===== config.mk =====
export PLATFORM = sky130hd
export DESIGN_NAME = pc_sequencer_flat
export DESIGN_NICKNAME = d
export VERILOG_FILES = /design/src/rtl/pc_sequencer_if.sv /design/src/rtl/pc_sequencer.sv /design/src/flat_wrapper.sv
export SDC_FILE = /design/constraint.sdc
export NUM_CORES = 1
export LEC_CHECK = 0
export CAP_MARGIN = 20
export CORE_MARGIN = 3
export CORE_UTILIZATION = 30
export DETAILED_ROUTE_END_ITERATION = 10
export PLACE_DENSITY_LB_ADDON = 0.08
export SYNTH_ARGS = -nofsm -noshare
export SYNTH_HDL_FRONTEND = slang
export SYNTH_SLANG_ARGS = --single-unit

===== constraint.sdc =====
create_clock -name clk -period 4.4 [get_ports clk]
set_input_delay 1.1 -clock clk [delete_from_list [all_inputs] [get_ports clk]]
set_output_delay 1.1 -clock clk [all_outputs]
set_load 0.1 [all_outputs]

===== src/rtl/pc_sequencer_if.sv =====
// Fetch-stage control/status bundle between decode logic and the PC sequencer.
// The master drives next-PC controls; the slave (sequencer) returns PC and RAS status.
interface pc_sequencer_if #(
    parameter int XLEN    = 32,
    parameter int B_IMM_W = 16,
    parameter int J_IMM_W = 26
);
    logic               stall;
    logic               redirect;
    logic [XLEN-1:0]    redirect_addr;
    logic [B_IMM_W-1:0] immediate16;
    logic [J_IMM_W-1:0] immediate26;
    logic               zero;
    logic               jump;
    logic               jump_link;
    logic               jump_ret;
    logic               branch_on_eq;
    logic               branch_on_neq;
    logic [XLEN-1:0]    pc;
    logic [XLEN-1:0]    pc_plus4;
    logic               pc_src;
    logic [XLEN-1:0]    target_address;
    logic               ras_empty;
    logic               ras_full;
    logic               ras_overflow;
    logic               ras_underflow;

    modport master (
        output stall, redirect, redirect_addr, immediate16, immediate26, zero,
               jump, jump_link, jump_ret, branch_on_eq, branch_on_neq,
        input  pc, pc_plus4, pc_src, target_address,
               ras_empty, ras_full, ras_overflow, ras_underflow
    );

    modport slave (
        input  stall, redirect, redirect_addr, immediate16, immediate26, zero,
               jump, jump_link, jump_ret, branch_on_eq, branch_on_neq,
        output pc, pc_plus4, pc_src, target_address,
               ras_empty, ras_full, ras_overflow, ras_underflow
    );
endinterface


===== src/rtl/pc_sequencer.sv =====
// Registered program counter with branch/jump/call/return selection and a
// circular return-address stack; external redirect overrides everything, even stall.
module pc_sequencer #(
    parameter int              XLEN      = 32,
    parameter int              B_IMM_W   = 16,
    parameter int              J_IMM_W   = 26,
    parameter int              RAS_DEPTH = 4,
    parameter logic [XLEN-1:0] RESET_VEC = '0
) (
    input  logic         clk,
    input  logic         reset,
    pc_sequencer_if.slave bus
);
    localparam int PTR_W = $clog2(RAS_DEPTH);
    localparam int CNT_W = PTR_W + 1;

    logic [XLEN-1:0]  pc_q;
    logic [XLEN-1:0]  pc_plus4;
    logic [XLEN-1:0]  ras_mem [RAS_DEPTH];
    logic [PTR_W-1:0] top_ptr;            // next free slot; top entry sits just below
    logic [CNT_W-1:0] ras_count;
    logic             overflow_q;
    logic             underflow_q;

    logic [XLEN-1:0]  branch_tgt;
    logic [XLEN-1:0]  jump_tgt;
    logic [XLEN-1:0]  ret_tgt;
    logic             taken;
    logic             ras_empty;
    logic             ras_full;
    logic             pc_src;
    logic [XLEN-1:0]  target;
    logic             do_push;
    logic             do_pop;

    assign pc_plus4   = pc_q + XLEN'(4);
    assign ras_empty  = (ras_count == '0);
    assign ras_full   = (ras_count == CNT_W'(RAS_DEPTH));
    assign branch_tgt = pc_q + {{(XLEN-B_IMM_W-2){bus.immediate16[B_IMM_W-1]}},
                                bus.immediate16, 2'b00};
    assign jump_tgt   = {pc_q[XLEN-1:J_IMM_W+2], bus.immediate26, 2'b00};
    assign ret_tgt    = ras_empty ? pc_plus4 : ras_mem[top_ptr - PTR_W'(1)];
    assign taken      = (bus.branch_on_eq & bus.zero) | (bus.branch_on_neq & ~bus.zero);

    // NOTE: defaults first so every path assigns both outputs and no latch is inferred.
    always_comb begin
        pc_src = 1'b1;
        target = '0;
        if (bus.redirect)                      target = bus.redirect_addr;
        else if (bus.jump_ret)                 target = ret_tgt;
        else if (bus.jump || bus.jump_link)    target = jump_tgt;
        else if (taken)                        target = branch_tgt;
        else                                   pc_src = 1'b0;
    end

    // A return in the same cycle as a call wins and suppresses the push.
    assign do_push = ~bus.stall & ~bus.redirect & bus.jump_link & ~bus.jump_ret;
    assign do_pop  = ~bus.stall & ~bus.redirect & bus.jump_ret;

    // NOTE: sequential state uses non-blocking assignments so every register
    // samples pre-edge values regardless of statement order.
    always_ff @(posedge clk or posedge reset) begin
        if (reset) begin
            pc_q        <= RESET_VEC;
            top_ptr     <= '0;
            ras_count   <= '0;
            overflow_q  <= 1'b0;
            underflow_q <= 1'b0;
        end else begin
            if (bus.redirect)   pc_q <= bus.redirect_addr;
            else if (!bus.stall) pc_q <= pc_src ? target : pc_plus4;

            if (do_push) begin
                top_ptr <= top_ptr + PTR_W'(1);
                if (ras_full) overflow_q <= 1'b1;     // oldest entry overwritten
                else          ras_count  <= ras_count + CNT_W'(1);
            end

            if (do_pop) begin
                if (ras_empty) begin
                    underflow_q <= 1'b1;
                end else begin
                    top_ptr   <= top_ptr - PTR_W'(1);
                    ras_count <= ras_count - CNT_W'(1);
                end
            end
        end
    end

    // NOTE: stack storage is not reset; entries are only read when ras_count says
    // they were written, so clearing them would cost logic for no behaviour.
    always_ff @(posedge clk) begin
        if (do_push) ras_mem[top_ptr] <= pc_plus4;
    end

    assign bus.pc             = pc_q;
    assign bus.pc_plus4       = pc_plus4;
    assign bus.pc_src         = pc_src;
    assign bus.target_address = target;
    assign bus.ras_empty      = ras_empty;
    assign bus.ras_full       = ras_full;
    assign bus.ras_overflow   = overflow_q;
    assign bus.ras_underflow  = underflow_q;
endmodule

===== src/flat_wrapper.sv =====
// flat-port wrapper written by rule: the top's interface ports become plain ports
module pc_sequencer_flat 
#(
    parameter int              XLEN      = 32,
    parameter int              B_IMM_W   = 16,
    parameter int              J_IMM_W   = 26,
    parameter int              RAS_DEPTH = 4,
    parameter logic [XLEN-1:0] RESET_VEC = '0
)
  (clk, reset, bus_stall, bus_redirect, bus_redirect_addr, bus_immediate16, bus_immediate26, bus_zero, bus_jump, bus_jump_link, bus_jump_ret, bus_branch_on_eq, bus_branch_on_neq, bus_pc, bus_pc_plus4, bus_pc_src, bus_target_address, bus_ras_empty, bus_ras_full, bus_ras_overflow, bus_ras_underflow);
  pc_sequencer_if #(.XLEN(XLEN), .B_IMM_W(B_IMM_W), .J_IMM_W(J_IMM_W)) bus_i ();
  input  logic clk;
  input  logic reset;
  input wire logic [$bits(bus_i.stall)-1:0] bus_stall;
  input wire logic [$bits(bus_i.redirect)-1:0] bus_redirect;
  input wire logic [$bits(bus_i.redirect_addr)-1:0] bus_redirect_addr;
  input wire logic [$bits(bus_i.immediate16)-1:0] bus_immediate16;
  input wire logic [$bits(bus_i.immediate26)-1:0] bus_immediate26;
  input wire logic [$bits(bus_i.zero)-1:0] bus_zero;
  input wire logic [$bits(bus_i.jump)-1:0] bus_jump;
  input wire logic [$bits(bus_i.jump_link)-1:0] bus_jump_link;
  input wire logic [$bits(bus_i.jump_ret)-1:0] bus_jump_ret;
  input wire logic [$bits(bus_i.branch_on_eq)-1:0] bus_branch_on_eq;
  input wire logic [$bits(bus_i.branch_on_neq)-1:0] bus_branch_on_neq;
  output wire logic [$bits(bus_i.pc)-1:0] bus_pc;
  output wire logic [$bits(bus_i.pc_plus4)-1:0] bus_pc_plus4;
  output wire logic [$bits(bus_i.pc_src)-1:0] bus_pc_src;
  output wire logic [$bits(bus_i.target_address)-1:0] bus_target_address;
  output wire logic [$bits(bus_i.ras_empty)-1:0] bus_ras_empty;
  output wire logic [$bits(bus_i.ras_full)-1:0] bus_ras_full;
  output wire logic [$bits(bus_i.ras_overflow)-1:0] bus_ras_overflow;
  output wire logic [$bits(bus_i.ras_underflow)-1:0] bus_ras_underflow;
  assign bus_i.stall = bus_stall;
  assign bus_i.redirect = bus_redirect;
  assign bus_i.redirect_addr = bus_redirect_addr;
  assign bus_i.immediate16 = bus_immediate16;
  assign bus_i.immediate26 = bus_immediate26;
  assign bus_i.zero = bus_zero;
  assign bus_i.jump = bus_jump;
  assign bus_i.jump_link = bus_jump_link;
  assign bus_i.jump_ret = bus_jump_ret;
  assign bus_i.branch_on_eq = bus_branch_on_eq;
  assign bus_i.branch_on_neq = bus_branch_on_neq;
  assign bus_pc = bus_i.pc;
  assign bus_pc_plus4 = bus_i.pc_plus4;
  assign bus_pc_src = bus_i.pc_src;
  assign bus_target_address = bus_i.target_address;
  assign bus_ras_empty = bus_i.ras_empty;
  assign bus_ras_full = bus_i.ras_full;
  assign bus_ras_overflow = bus_i.ras_overflow;
  assign bus_ras_underflow = bus_i.ras_underflow;
  pc_sequencer #(.XLEN(XLEN), .B_IMM_W(B_IMM_W), .J_IMM_W(J_IMM_W), .RAS_DEPTH(RAS_DEPTH), .RESET_VEC(RESET_VEC)) u_core (.clk(clk), .reset(reset), .bus(bus_i));
endmodule

Yosys cells after proc, flatten, opt, wreduce, memory -nomap -nowiden
Memory sizes are Yosys's and may differ from the RTL's.
Index checks and enable logic that the tools add are counted.
W data, S select, Z words.
{"block": "word_totals", "in_bits": 84, "wordCells": 50, "reg_bits": 39, "out_inout_bits": 101, "mem_count": 1, "ramBits": 128}
{"block": "classes", "muxes": 21, "bitwise": 11, "eq_ne": 2, "reduce_logical": 4, "n_addsub": 6}
{"name": "u_core.ras_mem", "words": 4, "word_bits": 32, "rd": 1, "rd_ports_with_merged_regs": 0, "write_ports": 1, "line_no": "pc_sequencer.sv:19", "source": "logic [XLEN-1:0] ras_mem [RAS_DEPTH];"}
{"operator": "$mux W32", "n": 8}
{"operator": "$add A32 B3 Y32 const B", "n": 1}
{"operator": "$add A32 B32 Y32", "n": 1}
{"operator": "$mux W3", "n": 4}
{"operator": "$and A1 B1 Y1", "n": 6}
{"operator": "$mux W1", "n": 6}
{"operator": "$mux W2", "n": 3}
{"operator": "$not A1 Y1", "n": 4}
{"operator": "$reduce_and A2 Y1", "n": 2}
{"operator": "$add A3 B1 Y3 const B", "n": 1}
{"operator": "$eq A3 B3 Y1 const B", "n": 1}
{"operator": "$logic_not A3 Y1", "n": 1}
{"operator": "$sub A3 B1 Y3 const B", "n": 1}
{"operator": "$add A2 B1 Y2 const B", "n": 1}
{"operator": "$ne A2 B1 Y1 const B", "n": 1}
{"operator": "$sub A2 B1 Y2 const B", "n": 1}
{"operator": "$logic_or A1 B1 Y1", "n": 1}
{"operator": "$or A1 B1 Y1", "n": 1}

Logic depth before layout (Yosys ltp)
Gate-level depths: netlist of run 1.
{"block": "logic_depth", "ltp_word": 10, "ltp_mapped": 15}

Least setup slack after synthesis of run 1
No wires, ideal clock.
{"block": "synth_timing", "path_kind": "flip-flop to output port", "startpoint": "reg u_core.pc_q[2], in the netlist u_core.bus.pc[2]", "endpoint": "out bus_target_address[14]", "slack_ns": -3.051, "t_arrival_ns": 6.351, "n_path_buf": 0, "stages_incl_launch_ff": 9, "cell_sequence": "dfrtp_1 ha_1 nand3_1 nor3_2 and3_1 xor2_1 mux2i_1 mux2_2 o21ai_0"}
{"block": "synth_between", "elab_cells_between_ends": 7}
{"item": "from (decl)", "line_no": "pc_sequencer.sv:17", "source": "logic [XLEN-1:0] pc_q;"}
{"item": "from (signal assigned)", "line_no": "pc_sequencer.sv:70", "source": "if (bus.redirect) pc_q <= bus.redirect_addr;"}
{"item": "from (signal assigned)", "line_no": "pc_sequencer.sv:71", "source": "else if (!bus.stall) pc_q <= pc_src ? target : pc_plus4;"}
{"item": "$add A32 B3 Y32", "line_no": "pc_sequencer.sv:36", "source": "assign pc_plus4 = pc_q + XLEN'(4);"}
{"item": "net bus_pc_plus4[14]", "line_no": "flat_wrapper.sv:26", "source": "output wire logic [$bits(bus_i.pc_plus4)-1:0] bus_pc_plus4;"}
{"item": "$mux W32", "line_no": "pc_sequencer.sv:42", "source": "assign ret_tgt = ras_empty ? pc_plus4 : ras_mem[top_ptr - PTR_W'(1)];"}
{"item": "$mux W32", "line_no": "pc_sequencer.sv:50", "source": "else if (bus.jump_ret) target = ret_tgt;"}
{"item": "$mux W32", "line_no": "pc_sequencer.sv:49", "source": "if (bus.redirect) target = bus.redirect_addr;"}
{"item": "to (decl)", "line_no": "flat_wrapper.sv:28", "source": "output wire logic [$bits(bus_i.target_address)-1:0] bus_target_address;"}
The timed path passes the listed nets, and every way through them passes these cells.

Worst setup path after layout of run 1
{"block": "layout_timing", "startpoint": "in bus_immediate16[0]", "endpoint": "out bus_target_address[30]"}
{"block": "layout_between", "elab_chain_cells": 5}
{"item": "from (decl)", "line_no": "flat_wrapper.sv:17", "source": "input wire logic [$bits(bus_i.immediate16)-1:0] bus_immediate16;"}
{"item": "$add A32 B32 Y32", "line_no": "pc_sequencer.sv:39", "source": "assign branch_tgt = pc_q + {{(XLEN-B_IMM_W-2){bus.immediate16[B_IMM_W-1]}},"}
{"item": "$mux W32", "line_no": "pc_sequencer.sv:52", "source": "else if (taken) target = branch_tgt;"}
{"item": "$mux W32", "line_no": "pc_sequencer.sv:51", "source": "else if (bus.jump || bus.jump_link) target = jump_tgt;"}
{"item": "$mux W32", "line_no": "pc_sequencer.sv:50"}
{"item": "$mux W32", "line_no": "pc_sequencer.sv:49"}
No other way between the ends.

==> results of run 1 <==
==> metal layers <==
layer / vias to the layer above / global-route usage (%) / routed length, um
li1: 4235 / - / -
met1: 4688 / 34.09 / 19310
met2: 369 / 37.57 / 19530
met3: 68 / 4.518 / 2633
met4: 2 / 7.534 / 1176
met5: - / 0 / 13
==> worst min path at each step <==
stage | endpoint | cells after the start
floorplan | u_core.ras_count[0] | 1
global placement | u_core.bus.ras_overflow | 1
detailed placement | u_core.bus.ras_overflow | 1
CTS | u_core.bus.ras_overflow | 1
global route | u_core.bus.ras_overflow | 1
finish | u_core.bus.ras_overflow | 1
==> synthesized netlist by cell type (all sizes together), types with 17 or more instances <==
| cell type | count |
|---|---|
| and3 | 17 |
| a21oi | 50 |
| xor2 | 18 |
| nand2 | 97 |
| dfrtp | 39 |
| edfxtp | 128 |
| inv | 36 |
| ha | 37 |
| mux4 | 32 |
| o21ai | 53 |
| nand3 | 22 |
| nor2 | 46 |
| a21o | 21 |
| clkbuf | 29 |
| xnor2 | 32 |
==> cell families after synthesis <==
family / synth area share, %
AOI/OAI and AO/OA: 19.50
xor gates and xnor gates: 4.350
adders and majority gates: 4.797
buffers and inverters: 3.716
DFF: 47.87
muxes: 8.066
and+or+nand+nor: 11.70
==> registers in the layout (all words and copies together), names as in the netlist <==
register                  count
u_core.top_ptr                2
u_core.bus.ras_overflow       1
u_core.bus.ras_underflow      1
u_core.bus.pc                32
u_core.ras_mem              128
u_core.ras_count              3
==> power by group <==
part	internal (mW)	switching (mW)	total, mW
clock	0.764	0.734	1.50
sequential	1.86	0.159	2.02
combinational	1.94	2.96	4.90
==> layout make-up <==
| class | count | area, um^2 | share of cell area, % |
|---|---|---|---|
| clock inverters | 14 | 156.4 | 0.9604 |
| inverters | 37 | 152.6 | 0.9373 |
| clock buffers | 18 | 429.2 | 2.635 |
| repair buffers | 414 | 4059 | 24.92 |
| diodes | 2 | 5.005 | 0.03073 |
| well taps | 442 | 553.0 | 3.396 |
| multi-input cells | 643 | 6068 | 37.26 |
| flip-flops and latches | 167 | 4862 | 29.86 |
==> per-stage QoR <==
step	setup TNS [ns]	util (%)
final	-3.243	49.68
after global routing	-4.922	49.67
after CTS	-3.435	49.41
after detailed placement	-14.17	45.06
after global placement	-13.70	45.06
after floorplan	-2.750	-
==> what timing repair did <==
item / in CTS / in global routing
buffers inserted: 35 / 5
endpoints found under the setup margin: 26 / 25
gates resized for setup: 137 / 13
endpoints found under the hold margin: 0 / 0
pin swaps: 54 / 16
==> results.md, run 1 <==
- Global-route wire length before repair: roughly 64 mm
- Run status: finished, violations left
- Clock skew: ~0.015 ns
- Worst path bufs/invs: 3
- Maximum fanout encountered on the critical timing path: 4
- Transition at the pin with the smallest max-transition slack: 1.016 ns
- Cell family contributing the most delay on the critical path: simple AND/OR/NAND/NOR gates
- Power density over the cells: between 500 and 600 nW/um^2
- Mapped Nets: 1015
- Arr. time, crit path: between 3 and 4 ns
- Part of the Yosys area used for sequential elements: between 40 and 50%
- Worst-skew pair later-pin latency: between 0.4 and 0.5 ns
- Dominant cell type by area after synthesis: sky130_fd_sc_hd__edfxtp_1
- Clock tree from TritonCTS: built
- Post-place instance area: 14770 um^2
- PnR Total Power: 8.416 mW
- Post-synthesis cell type count: 84
- Kind of capture point of the worst setup path: primary output
- Clock buffers created by TritonCTS: 17
- Final cycle utilization of the critical path: 107.6%
- Remaining antenna violation count: 0
- 1st-iter DRT viols: 697
- Count of buffers inserted at the top-level ports: ~180
- Aggregate global routing overflow: 0
- Biggest cell delay along the critical path: 0.56 ns
- Type of the most critical hold path: reg -> reg
- Top area cells in the synthesized netlist: sky130_fd_sc_hd__edfxtp_1 38%, sky130_fd_sc_hd__dfrtp_1 9.7%, sky130_fd_sc_hd__mux4_2 7.2%
- Cell type of the slowest stage on the worst timing path: sky130_fd_sc_hd__or4_4
- Leakage power: approximately 6.4 nW
- Hold Buf Count CTS: 0
- Final routed wire length divided by cell count: roughly 25 um
- Final setup slack of the worst path: -0.3350 ns
- Slew Viols, Final: 0
- CTS root buf: sky130_fd_sc_hd__clkbuf_16
- Total Wirelength: 42.66 mm
- Critical setup path kind: in -> out
- Via density: 5.390
- Worst min-delay path startpoint: u_core.bus.ras_overflow
- Vias post-DR: 9362
- Total half-perimeter wirelength after legalization and detailed placement: ~32 mm
- Floorplan core area: ~33000 um^2
- Inst Count DP: between 1500 and 2000
- Final hold violation count: 0
- Number of cell rows: 66
- Source of the worst register-to-register timing path: u_core.bus.pc[2]
- Residual DRC: 0
- Unrepaired setup endpoints after global routing: yes
- Layout cell share with drive strength beyond 1: between 40% and 50%
- Crit path time final: between 4 and 5 ns
- Maximum Capacitance Violations: 0
- Finished Layout Cells: approximately 1700
- Critical path endpoint: bus_target_address[30]
- H-tree depth: 4
- Final standard cell area without fillers: roughly 16000 um^2
- First drt pass iteration count: 7
- Total stage count of the critical path: 13
- Worst slew margin: around 32%
- Failing checks: negative setup slack
- Routability Congestion: about 0.9
- Portion of synthesized cell area occupied by the leading cell type: between 30% and 40%
- Global router's overall resource usage: between 20% and 30%
- Category of the worst setup path launch point: input pin
- Maximum clock insertion buffer count: 2
- CP startpoint: bus_immediate16[0]
- Clk pin slew, worst setup/hold paths: 0.07 ns
- Yosys warnings: 0
- Pin count of the biggest net entering global routing: 50
- Most frequent standard cell in the layout excluding fill and tap cells: sky130_fd_sc_hd__buf_4
- Area growth syn-to-layout: 61.77%
- Die boundary height: ~190 um
- Cell breakdown of the critical path: buf_6 > ha_4 > inv_2 > fa_2 > nor2b_4 > o2111ai_4 > and3_4 > or4_4 > a21oi_4 > o41ai_4 > xor2_1 > o21ai_4 > buf_12
- Endpoints failing setup: 18
- Cell count after synthesis: 893
- FMAX: 0.2112 GHz
- I/O pins: between 150 and 200
- Number of clock sinks: 167
- Tightest hold margin: 0.4662 ns
- Effective utilization at floorplan: a little under a third
- Net count reported at finish: roughly 1400
- Layout filler cell count: 2976
- Antenna violations before repair: 2
- Most frequent cells in the layout: 233 x sky130_fd_sc_hd__buf_4, 128 x sky130_fd_sc_hd__edfxtp_1, 103 x sky130_fd_sc_hd__clkdlybuf4s50_1
- Flop2flop setup slack: 0.55 ns
- Register bit total from synthesis: 167
- Fraction of registers with async set/reset: a little under a quarter
- Post-synth EDFFs: roughly 130
- Via count of the first global-routing pass: 9649
- Die outline area: about 36000 um^2
- Capture instance of the worst register-to-register path: u_core.bus.pc[30]
- Most used flip-flop cell after synthesis: sky130_fd_sc_hd__edfxtp_1
- Maximum vdd drop: ~0.00033 V
- Chip Width: ~190 um
- Post-synthesis instance area: slightly above 10000 um^2
- R2r worst-path depth: 20
- Avg Cell Area, Syn: roughly 11 um^2
- Worst slack at placement: -0.8824 ns
- Data required, critical path: approximately 3.3 ns
Power figures use the tool's default switching activity.
==> run 2, diff against run 1 <==
--- a/config.mk
+++ b/config.mk
@@ -7,7 +7,7 @@
 export LEC_CHECK = 0
 export CAP_MARGIN = 20
 export CORE_MARGIN = 3
-export CORE_UTILIZATION = 30
+export CORE_UTILIZATION = 25
 export DETAILED_ROUTE_END_ITERATION = 10
 export PLACE_DENSITY_LB_ADDON = 0.08
 export SYNTH_ARGS = -nofsm -noshare
==> results.md, run 2 (synthesized netlist as in run 1, its figures left out) <==
- Run status: finished, violations left
- Failing checks: negative setup slack
- CTS root buf: sky130_fd_sc_hd__clkbuf_16
- Total Wirelength: 44.54 mm (+4.4%)
- First drt pass iteration count: 6 (-1)
- Category of the worst setup path launch point: input pin
- Aggregate global routing overflow: 0 (unchanged)
- Final standard cell area without fillers: 16330 um^2 (+0.27%)
- Effective utilization at floorplan: 25.69% (-5.0 points)
- Clock buffers created by TritonCTS: 17 (unchanged)
- Final routed wire length divided by cell count: 24.61 um (+0.21%)
- Part of the total power dissipated in the clock network: 17.1% (-0.7 points)
- Setup tns final: -3.680 ns (-0.4368 ns)
- Post-place instance area: 14880 um^2 (+0.76%)
- Power density over the cells: 510.8 nW/um^2 (-1.2%)
- Worst slew margin: 32.03% (-0.053 points)
- Source of the worst register-to-register timing path: u_core.bus.pc[2]
- Most frequent standard cell in the layout excluding fill and tap cells: sky130_fd_sc_hd__buf_4
- Capture instance of the worst register-to-register path: u_core.bus.pc[18]
- Area growth syn-to-layout: 62.20%
- Flip-flop count of the largest register, all copies and words added: 128 (unchanged)
- I/O pins: 185 (unchanged)
- Leakage power: 6.346 nW (-0.80%)
- Final cycle utilization of the critical path: 108.7% (+1.1 points)
- R2r worst-path depth: 16 (-20%)
- Final setup slack of the worst path: -0.3836 ns (-0.04866 ns)
- Number of clock sinks: 167 (unchanged)
- Total half-perimeter wirelength after legalization and detailed placement: 33.07 mm (+4.9%)
- Final hold violation count: 0 (unchanged)
- Cell type of the slowest stage on the worst timing path: sky130_fd_sc_hd__or4_4
- Kind of capture point of the worst setup path: primary output
- Global router's overall resource usage: 21.03% (-3.1 points)
- Clock skew: 0.01579 ns (+0.0004765 ns)
- Switching share of power: 45.92% (+0.11 points)
- Finished Layout Cells: 1810 (+4.2%)
- PnR Total Power: 8.341 mW (-0.89%)
- Die boundary height: 206.7 um (+9.2%)
- Sw power: 3.830 mW (-0.66%)
- Register share of total power: 24.1% (about the same)
- Global-route wire length before repair: 64.69 mm (+1.7%)
- Via density: 5.099 (-5.4%)
- Hold-critical path endpoint: u_core.bus.ras_overflow
- Critical setup path kind: in -> out
- Maximum vdd drop: 0.0003055 V (-7.1%)
- Chip Width: 206.7 um (+9.2%)
- Net count reported at finish: 1399 (-0.21%)
- Data required, critical path: 3.30 ns (about the same)
- Most frequent cells in the layout: 230 x sky130_fd_sc_hd__buf_4, 128 x sky130_fd_sc_hd__edfxtp_1, 101 x sky130_fd_sc_hd__clkdlybuf4s50_1
- Worst min-delay path startpoint: u_core.bus.ras_overflow
- Vias post-DR: 9230 (-1.4%)
- Maximum Capacitance Violations: 0 (unchanged)
- Maximum clock insertion buffer count: 2 (unchanged)
- Inst Count DP: 1747 (+4.9%)
- Remaining antenna violation count: 0 (unchanged)
- Arr. time, crit path: 3.68 ns (+0.05 ns)
- Clk pin slew, worst setup/hold paths: 0.07 ns (about the same)
- Register containing the most flip-flops in the final layout: u_core.ras_mem
- Routability Congestion: 0.8729 (-2.6%)
- Antenna violations before repair: 1 (-1)
- Combinational Power Share: 58.8% (+0.6 points)
- Endpoints failing setup: 16 (-2)
- Cell breakdown of the critical path: buf_6 > ha_4 > inv_2 > fa_2 > nor2b_4 > o2111ai_4 > and3_4 > or4_4 > a21oi_4 > nor3_2 > a211oi_2 > bufinv_8 > buf_12
- Layout filler cell count: 3718 (+25%)
- Flop2flop setup slack: 1.07 ns (+0.52 ns)
- Crit path time final: 4.784 ns (+0.04866 ns)
- Unrepaired setup endpoints after global routing: yes
- Count of buffers inserted at the top-level ports: 184 (unchanged)
- Residual DRC: 0 (unchanged)
- Type of the most critical hold path: reg -> reg
- Number of cell rows: 72 (+9.1%)
- Cell family contributing the most delay on the critical path: simple AND/OR/NAND/NOR gates
- Slew Viols, Final: 0 (unchanged)
- Pin count of the biggest net entering global routing: 38 (-24%)
- Via count of the first global-routing pass: 9358 (-3.0%)
- Hold Buf Count CTS: 0 (unchanged)
- Die outline area: 42710 um^2 (+19%)
- Worst path bufs/invs: 4 (+1)
- Internal power contribution: 4.511 mW (-1.1%)
- Layout cell share with drive strength beyond 1: 42.25% (-0.057 points)
- Clock tree from TritonCTS: built
- H-tree depth: 4 (unchanged)
- 1st-iter DRT viols: 775 (+11%)
- Maximum fanout encountered on the critical timing path: 4 (unchanged)
- Cells on Worst Hold Path: 1 (unchanged)
- Floorplan core area: 39190 um^2 (+20%)
- Biggest cell delay along the critical path: 0.58 ns (+0.02 ns)
- Transition at the pin with the smallest max-transition slack: 1.016 ns (+0.0007960 ns)
- Worst-skew pair later-pin latency: 0.45 ns (about the same)
- FMAX: 0.2090 GHz (-1.0%)
-- run 2: cell types whose count changed in the layout (fill, tap and decap cells not counted), moves of 4 or more --
cell                         previous run  this run
sky130_fd_sc_hd__buf_6                 13        18
sky130_fd_sc_hd__nand2_2                6         2
sky130_fd_sc_hd__xnor2_1               13         9
sky130_fd_sc_hd__xnor2_2                6        10
sky130_fd_sc_hd__clkinvlp_4             1         5
sky130_fd_sc_hd__nand2_1               89        93
-- run 2: layout make-up --
| cell class | count | area (um^2) | area share, % |
|---|---|---|---|
| diodes | 2 | 5.005 | 0.03065 |
| clock buffers | 20 | 436.7 | 2.674 |
| clock inverters | 12 | 95.09 | 0.5823 |
| inverters | 37 | 152.6 | 0.9348 |
| multi-input cells | 643 | 6112 | 37.43 |
| flip-flops and latches | 167 | 4862 | 29.78 |
| well taps | 518 | 648.1 | 3.969 |
| repair buffers | 411 | 4018 | 24.60 |
-- run 2: per-stage QoR --
stage | worst slack, ns | util (%) | hold WS (ns)
6_report | -0.3836 | 41.67 | 0.4727
5_1_grt | -0.4665 | 41.66 | 0.4898
4_1_cts | -0.4641 | 41.16 | 0.4701
3_5_place_dp | -0.9116 | 37.98 | 0.4505
3_3_place_gp | -0.9145 | 37.98 | 0.4434
2_1_floorplan | -0.6032 | - | 0.4733
-- run 2: repair_timing --
action | CTS | global route
buffers inserted | 23 | 16
resized for setup | 130 | 36
hold endpoints to repair | 0 | 0
pin swaps | 48 | 43
endpoints found under the setup margin | 29 | 23
-- run 2: layer usage --
layer  track usage [%]  up-vias  share of wire (%)
met5                 0        -                  0
met4             5.164        0                1.7
met3             4.375       37                6.4
met2             32.65      314                 46
met1             30.12     4652                 46
li1                  -     4227                  -
-- run 2: worst max path at each step --
stage | cells after the start | start | endpoint
finish | 13 | bus_immediate16[0] | bus_target_address[24]
floorplan | 9 | bus_immediate16[0] | bus_target_address[18]
global placement | 13 | bus_immediate16[0] | bus_target_address[26]
global route | 13 | bus_immediate16[0] | bus_target_address[26]
detailed placement | 13 | bus_immediate16[0] | bus_target_address[26]
CTS | 13 | bus_immediate16[0] | bus_target_address[24]
-- run 2: power groups by stage --
stage / Sequential, mW / Combinational [mW] / Clock, mW
after floorplan: 2.38 / 2.57 / 0
after global placement: 2.03 / 4.63 / 0
final: 2.01 / 4.90 / 1.43
after global routing: 2.03 / 5.14 / 1.52
after CTS: 2.01 / 4.86 / 1.46
after detailed placement: 2.03 / 4.63 / 0
